$ cat src/rtl/muldiv_sequencer.sv
`default_nettype none
// ============================================================================
// Module   : muldiv_sequencer
// Purpose  : Multi-cycle MULT/MULTU/DIV/DIVU engine that owns HI/LO and stalls
//            HI/LO consumers while an operation is in flight.
// Revision : 1.0 - initial release
// ============================================================================
module muldiv_sequencer #(
    parameter int WIDTH = 32
) (
    input  logic             i_clk,
    input  logic             i_rst,
    input  logic             i_start,
    input  logic [1:0]       i_op,
    input  logic [WIDTH-1:0] i_op1,
    input  logic [WIDTH-1:0] i_op2,
    input  logic             i_rd_hilo,
    input  logic             i_wr_hi,
    input  logic             i_wr_lo,
    input  logic [WIDTH-1:0] i_wdata,
    input  logic             i_cancel,
    output logic             o_busy,
    output logic             o_stall,
    output logic             o_done,
    output logic             o_div_zero,
    output logic [WIDTH-1:0] o_hi,
    output logic [WIDTH-1:0] o_lo
);

    localparam int c_CNT_W = $clog2(WIDTH);
    localparam int c_ACC_W = 2 * WIDTH + 1;
    localparam logic [c_CNT_W-1:0] c_CNT_INIT = c_CNT_W'(WIDTH - 1);
    localparam logic [c_CNT_W-1:0] c_CNT_ONE  = c_CNT_W'(1);

    typedef enum logic [1:0] {
        S_IDLE = 2'd0,
        S_RUN  = 2'd1,
        S_FIX  = 2'd2
    } state_t;

    state_t               r_state;
    state_t               w_state_nxt;
    logic [c_CNT_W-1:0]   r_cnt;
    logic [c_ACC_W-1:0]   r_acc;
    logic [WIDTH-1:0]     r_opnd;
    logic                 r_is_div;
    logic                 r_neg_lo;
    logic                 r_neg_hi;
    logic                 r_div_zero;
    logic [WIDTH-1:0]     r_hi;
    logic [WIDTH-1:0]     r_lo;

    logic                 w_idle;
    logic                 w_accept;
    logic                 w_is_div;
    logic                 w_divisor_zero;
    logic                 w_sgn1;
    logic                 w_sgn2;
    logic [WIDTH-1:0]     w_mag1;
    logic [WIDTH-1:0]     w_mag2;
    logic [WIDTH:0]       w_mul_sum;
    logic [c_ACC_W-1:0]   w_mul_next;
    logic [c_ACC_W-1:0]   w_div_shift;
    logic                 w_div_ge;
    logic [WIDTH:0]       w_div_diff;
    logic [c_ACC_W-1:0]   w_div_next;
    logic [2*WIDTH-1:0]   w_prod;
    logic [WIDTH-1:0]     w_quot;
    logic [WIDTH-1:0]     w_rem;
    logic [WIDTH-1:0]     w_res_hi;
    logic [WIDTH-1:0]     w_res_lo;

    assign w_idle         = (r_state == S_IDLE);
    assign w_accept       = w_idle && i_start && !i_cancel;
    assign w_is_div       = i_op[1];
    assign w_divisor_zero = (i_op2 == '0);
    assign w_sgn1         = i_op[0] && i_op1[WIDTH-1];
    assign w_sgn2         = i_op[0] && i_op2[WIDTH-1];
    assign w_mag1         = w_sgn1 ? -i_op1 : i_op1;
    assign w_mag2         = w_sgn2 ? -i_op2 : i_op2;

    assign o_busy     = !w_idle;
    assign o_stall    = o_busy && (i_rd_hilo || i_wr_hi || i_wr_lo || i_start);
    assign o_done     = (r_state == S_FIX) && !i_cancel;
    assign o_div_zero = o_done && r_div_zero;
    assign o_hi       = r_hi;
    assign o_lo       = r_lo;

    always_comb begin
        w_state_nxt = r_state;
        case (r_state)
            S_IDLE: begin
                if (i_start) begin
                    w_state_nxt = (w_is_div && w_divisor_zero) ? S_FIX : S_RUN;
                end
            end
            S_RUN: begin
                if (r_cnt == '0) begin
                    w_state_nxt = S_FIX;
                end
            end
            S_FIX:   w_state_nxt = S_IDLE;
            default: w_state_nxt = S_IDLE;
        endcase
        if (i_cancel) begin
            w_state_nxt = S_IDLE;
        end
    end

    // Multiply: add multiplicand into the upper half when the multiplier LSB is set, then shift right.
    // Divide: shift {remainder, quotient} left and subtract the divisor when it fits (restoring).
    always_comb begin
        w_mul_sum   = r_acc[c_ACC_W-1:WIDTH] + (r_acc[0] ? {1'b0, r_opnd} : '0);
        w_mul_next  = {1'b0, w_mul_sum, r_acc[WIDTH-1:1]};
        w_div_shift = {r_acc[2*WIDTH-1:0], 1'b0};
        w_div_ge    = (w_div_shift[c_ACC_W-1:WIDTH] >= {1'b0, r_opnd});
        w_div_diff  = w_div_shift[c_ACC_W-1:WIDTH] - {1'b0, r_opnd};
        w_div_next  = w_div_ge ? {w_div_diff, w_div_shift[WIDTH-1:1], 1'b1} : w_div_shift;
    end

    // Sign fix-up: product/quotient take the operand sign xor, remainder takes the dividend sign.
    always_comb begin
        w_prod   = r_neg_lo ? -r_acc[2*WIDTH-1:0] : r_acc[2*WIDTH-1:0];
        w_quot   = r_neg_lo ? -r_acc[WIDTH-1:0] : r_acc[WIDTH-1:0];
        w_rem    = r_neg_hi ? -r_acc[2*WIDTH-1:WIDTH] : r_acc[2*WIDTH-1:WIDTH];
        w_res_hi = r_is_div ? w_rem  : w_prod[2*WIDTH-1:WIDTH];
        w_res_lo = r_is_div ? w_quot : w_prod[WIDTH-1:0];
    end

    always_ff @(posedge i_clk) begin
        if (i_rst) begin
            r_state <= S_IDLE;
        end else begin
            r_state <= w_state_nxt;
        end
    end

    always_ff @(posedge i_clk) begin
        if (i_rst) begin
            r_cnt      <= '0;
            r_acc      <= '0;
            r_opnd     <= '0;
            r_is_div   <= 1'b0;
            r_neg_lo   <= 1'b0;
            r_neg_hi   <= 1'b0;
            r_div_zero <= 1'b0;
        end else if (w_accept) begin
            r_cnt      <= c_CNT_INIT;
            r_is_div   <= w_is_div;
            r_neg_lo   <= w_sgn1 ^ w_sgn2;
            r_neg_hi   <= w_is_div && w_sgn1;
            r_div_zero <= w_is_div && w_divisor_zero;
            r_opnd     <= w_is_div ? w_mag2 : w_mag1;
            r_acc      <= {{(WIDTH + 1){1'b0}}, (w_is_div ? w_mag1 : w_mag2)};
        end else if ((r_state == S_RUN) && !i_cancel) begin
            r_acc <= r_is_div ? w_div_next : w_mul_next;
            if (r_cnt != '0) begin
                r_cnt <= r_cnt - c_CNT_ONE;
            end
        end
    end

    // HI/LO: result write in FIX, MTHI/MTLO only in IDLE; a start or a cancel drops the move.
    always_ff @(posedge i_clk) begin
        if (i_rst) begin
            r_hi <= '0;
            r_lo <= '0;
        end else if (!i_cancel) begin
            if (r_state == S_FIX) begin
                if (!r_div_zero) begin
                    r_hi <= w_res_hi;
                    r_lo <= w_res_lo;
                end
            end else if (w_idle && !i_start) begin
                if (i_wr_hi) begin
                    r_hi <= i_wdata;
                end
                if (i_wr_lo) begin
                    r_lo <= i_wdata;
                end
            end
        end
    end

endmodule
`default_nettype wire

$ cat config.mk
export PLATFORM = sky130hd
export DESIGN_NAME = muldiv_sequencer
export DESIGN_NICKNAME = d
export VERILOG_FILES = /design/src/rtl/muldiv_sequencer.sv
export SDC_FILE = /design/constraint.sdc
export NUM_CORES = 1
export LEC_CHECK = 0
export CAP_MARGIN = 5
export CORE_UTILIZATION = 30
export DETAILED_ROUTE_END_ITERATION = 10
export PLACE_DENSITY_LB_ADDON = 0.05
export SYNTH_ARGS = -nofsm -noshare
export SYNTH_HDL_FRONTEND = slang
export SYNTH_SLANG_ARGS = --single-unit
export TNS_END_PERCENT = 30
$ cat constraint.sdc
create_clock -name i_clk -period 6.2 [get_ports i_clk]
set_input_delay 0.62 -clock i_clk [delete_from_list [all_inputs] [get_ports i_clk]]
set_output_delay 0.62 -clock i_clk [all_outputs]
set_load 0.02 [all_outputs]
==> flow_summary.json <==
{
  "finalNetCount": 2356,
  "whs_path_depth": 2,
  "critPathMaxFanout": 32,
  "design_power_total_w": 0.00352,
  "synth-seq-cells": 172,
  "synthTopCellsByCount": "276 x nor2_1, 226 x a21oi_1, 213 x nand2_1",
  "cp.arrival_ns": 4.42,
  "clkPwrFrac_pct": 32.7,
  "finalSetupViolations": 0,
  "p_switching_w": 0.00136,
  "timing.rr.start": "r_acc[0]$_SDFFE_PP0P_",
  "status": "complete, no violations",
  "holdBufCountCts": 0,
  "tightest_slew_ns": 1.09,
  "rows": 81,
  "die_w_microns": 226,
  "async_reset_ff_share_pct": 0,
  "ys_seq_area_share_pct": 22.9,
  "syn_avg_cell_area_sq_um": 7.12,
  "cts_tree": "done",
  "period_share_pct": 65.0,
  "max_slew_margin_pct": 27.0,
  "drtPass1Iterations": 7,
  "finalSetupTns_ns": 0,
  "place_ws_ns": 2.18,
  "end_kind": "flop",
  "drv_cap": 0,
  "final_area_sq_um": 17800,
  "htreeDepth": 4,
  "drtAntennaViolNets": 0,
  "fp.coreArea_sq_um": 49300,
  "wl_per_cell_microns": 23.0,
  "synth_fa_ha_area_share_pct": 6.08,
  "syn_to_final_growth_pct": 18.1,
  "grt_pass1_wl_microns": 96400,
  "num_vias": 16000,
  "routed_wirelength_microns": 65700,
  "min_from": "r_opnd[22]$_SDFFE_PP0P_",
  "clockBufferDepth": 2,
  "clk_pin_slew_worst_paths_ns": 0.08,
  "grt_pass1_vias": 14800,
  "clock_latency_ns": 0.48,
  "yosys_warnings": 0,
  "drive_gt1_share_pct": 4.29,
  "whs_ns": 0.456,
  "critical_path_class": "flop to flop",
  "p_int_w": 0.00217,
  "muxShareOfSynthArea_pct": 2.99,
  "initial_core_util_pct": 30.6,
  "r2r_slack_ns": 2.17,
  "hp-class": "flop to flop",
  "p_leak_nw": 6.51,
  "start_kind": "flop",
  "via_per_inst": 5.61,
  "hold_viol_final": 0,
  "clock_sinks": 172,
  "antenna_found_initial": 0,
  "ir_worst_vdd_mv": 0.226,
  "rsz0062_at_grt": "no",
  "cts_resized": 0,
  "post-route-min-period_ns": 4.03,
  "cp.required_ns": 6.58,
  "antennaDiodeCount": 0,
  "portBuffers": 172,
  "syn_inst": 2114,
  "die-area_sq_um": 51100,
  "fp.dieH_microns": 226,
  "drtIter0Drc": 1316,
  "worstReg2RegEnd": "r_acc[62]$_SDFFE_PP0P_",
  "synthFlopType": "dfxtp_1",
  "synth-compound-area-share_pct": 30.0,
  "setup_ws_ns": 2.17,
  "synth_area_sq_um": 15100,
  "ios": 173,
  "gp_congestion": 0.959,
  "synth_xor_area_share_pct": 9.89,
  "synth_largest_area_cell": "dfxtp_1",
  "grt.overflow.total": 0,
  "synthTopCellsByArea": "dfxtp_1 23%, a21oi_1 7.5%, nor2_1 6.9%, ha_1 5.8%, nand2_1 5.3%",
  "drv_slew": 0,
  "syn_nets": 2291,
  "hpwl_microns": 51800,
  "p_sw_share_pct": 38.5,
  "yosysTopAreaCellShare_pct": 22.9,
  "synth_cell_types": 80,
  "powerDensity_nw_per_um2": 198,
  "synth-edff-count": 0,
  "cts_buffers": 17,
  "p_seq_share_pct": 35.2,
  "post-cts-setup-buffers": 0,
  "finClkSkew_ns": 0.0149,
  "synth_most_common_cell": "nor2_1",
  "cts_root_buf": "clkbuf_16",
  "track_usage_pct": 25.3,
  "synth_top_family_by_area": "compound AO/OA/AOI/OAI gates",
  "fmax_mhz": 248,
  "post_dp_cell_area_sq_um": 17200,
  "yosys.area_share.simple_pct": 22.7,
  "hold_path_end": "r_opnd[22]$_SDFFE_PP0P_",
  "pwr-share-comb_pct": 32.1,
  "drc": 0,
  "grt_max_degree": 85,
  "rr_worst_depth": 12
}
==> state kept, by name (all words and copies together), names as in the netlist <==
signal      flops
r_cnt           5
r_div_zero      1
o_hi           32
r_opnd         32
r_state         2
o_lo           32
r_neg_lo        1
r_neg_hi        1
r_is_div        1
r_acc          65
==> through the flow <==
| stage | std cells | util [%] |
|---|---|---|
| floorplan | 2114 | - |
| global route | 2856 | 36.1 |
| detailed placement | 2824 | 34.9 |
| global placement | 2824 | 34.9 |
| finish | 2856 | 36.1 |
| CTS | 2856 | 36.1 |
==> worst max-delay path by stage <==
stage | slack (ns) | depth (start not counted) | start | end
2_1_floorplan | 2.98 | 14 | r_acc[0]$_SDFFE_PP0P_ | r_acc[62]$_SDFFE_PP0P_
3_3_place_gp | 2.29 | 11 | r_acc[0]$_SDFFE_PP0P_ | r_acc[44]$_SDFFE_PP0P_
3_5_place_dp | 2.18 | 10 | i_op2[7] | r_state[0]$_SDFFE_PP0P_
4_1_cts | 2.19 | 11 | r_acc[0]$_SDFFE_PP0P_ | r_acc[44]$_SDFFE_PP0P_
5_1_grt | 1.83 | 11 | r_acc[0]$_SDFFE_PP0P_ | r_acc[44]$_SDFFE_PP0P_
6_report | 2.17 | 12 | r_acc[0]$_SDFFE_PP0P_ | r_acc[62]$_SDFFE_PP0P_
==> per-layer routing <==
| metal | GRT usage [%] | wire length, microns | vias to the layer above | part of all wire (%) |
|---|---|---|---|---|
| li1 | - | - | 7830 | - |
| met1 | 36.3 | 31700 | 7563 | 48 |
| met2 | 37.9 | 27900 | 555 | 43 |
| met3 | 4.45 | 4110 | 72 | 6.3 |
| met4 | 8.26 | 1950 | 0 | 3.0 |
| met5 | 0 | 0 | - | 0 |
==> cell usage in the layout, fill, tap and decap left out, types with 7 or more instances in the layout <==
| cell | Yosys | routed |
|---|---|---|
| dfxtp_1 | 172 | 171 |
| a21o_1 | 27 | 27 |
| a211oi_1 | 63 | 63 |
| nor4_1 | 25 | 25 |
| o31ai_1 | 19 | 19 |
| mux2i_1 | 45 | 45 |
| clkbuf_16 | 0 | 18 |
| nand3_1 | 47 | 47 |
| nor2_1 | 276 | 275 |
| nand4_1 | 20 | 20 |
| a21oi_1 | 226 | 226 |
| o21ai_0 | 124 | 124 |
| o21bai_1 | 7 | 7 |
| xnor2_1 | 80 | 80 |
| inv_1 | 59 | 59 |
| nor3_1 | 48 | 47 |
| o211ai_1 | 57 | 57 |
| ha_1 | 70 | 70 |
| clkdlybuf4s50_1 | 0 | 170 |
| o22ai_1 | 17 | 17 |
| a311oi_1 | 22 | 22 |
| nor2b_1 | 15 | 14 |
| nand2b_1 | 14 | 14 |
| o21a_1 | 14 | 14 |
| or3_1 | 17 | 16 |
| a31oi_1 | 27 | 27 |
| buf_4 | 2 | 22 |
| and2_1 | 12 | 11 |
| a21boi_0 | 9 | 9 |
| xor2_1 | 90 | 90 |
| and3_1 | 13 | 13 |
| nand2_1 | 213 | 213 |
| o41ai_1 | 19 | 19 |
==> cell families after synthesis <==
family,after synthesis
simple gates,742
compound gates,706
buf+inv,207
flops,172
xor+xnor,170
fa+ha+maj,72
mux,45
==> power groups by stage <==
stage                     registers [W]  clock network (W)  logic (W)
after floorplan                 0.00124                  0   0.000707
after CTS                       0.00124            0.00118    0.00112
after detailed placement        0.00126                  0    0.00112
after global placement          0.00126                  0    0.00112
after global routing            0.00125            0.00122    0.00122
final                           0.00124            0.00115    0.00113
==> worst max-delay path, stage by stage, from the launching register on <==
cell and delay, ns:
dfxtp_1 0.36, inv_1 0.77, nor2_1 0.10, ha_1 0.40, o211ai_1 0.14, a211oi_1 0.27, a21bo_2 0.28, and3_1 0.16
or2_2 0.33, o31ai_1 0.48, a311oi_1 0.18, xor2_1 0.17, a221oi_1 0.28
==> area by class of cell <==
type / count / area [sq um]
Multi-Input combinational cell: 1735 / 10800
Sequential cell: 172 / 3450
Tap cell: 664 / 831
Clock inverter: 13 / 145
Clock buffer: 19 / 454
Fill cell: 5327 / 31500
Timing Repair Buffer: 193 / 1870
Inverter: 60 / 225
No activity file was read; power rests on OpenSTA's default activity.
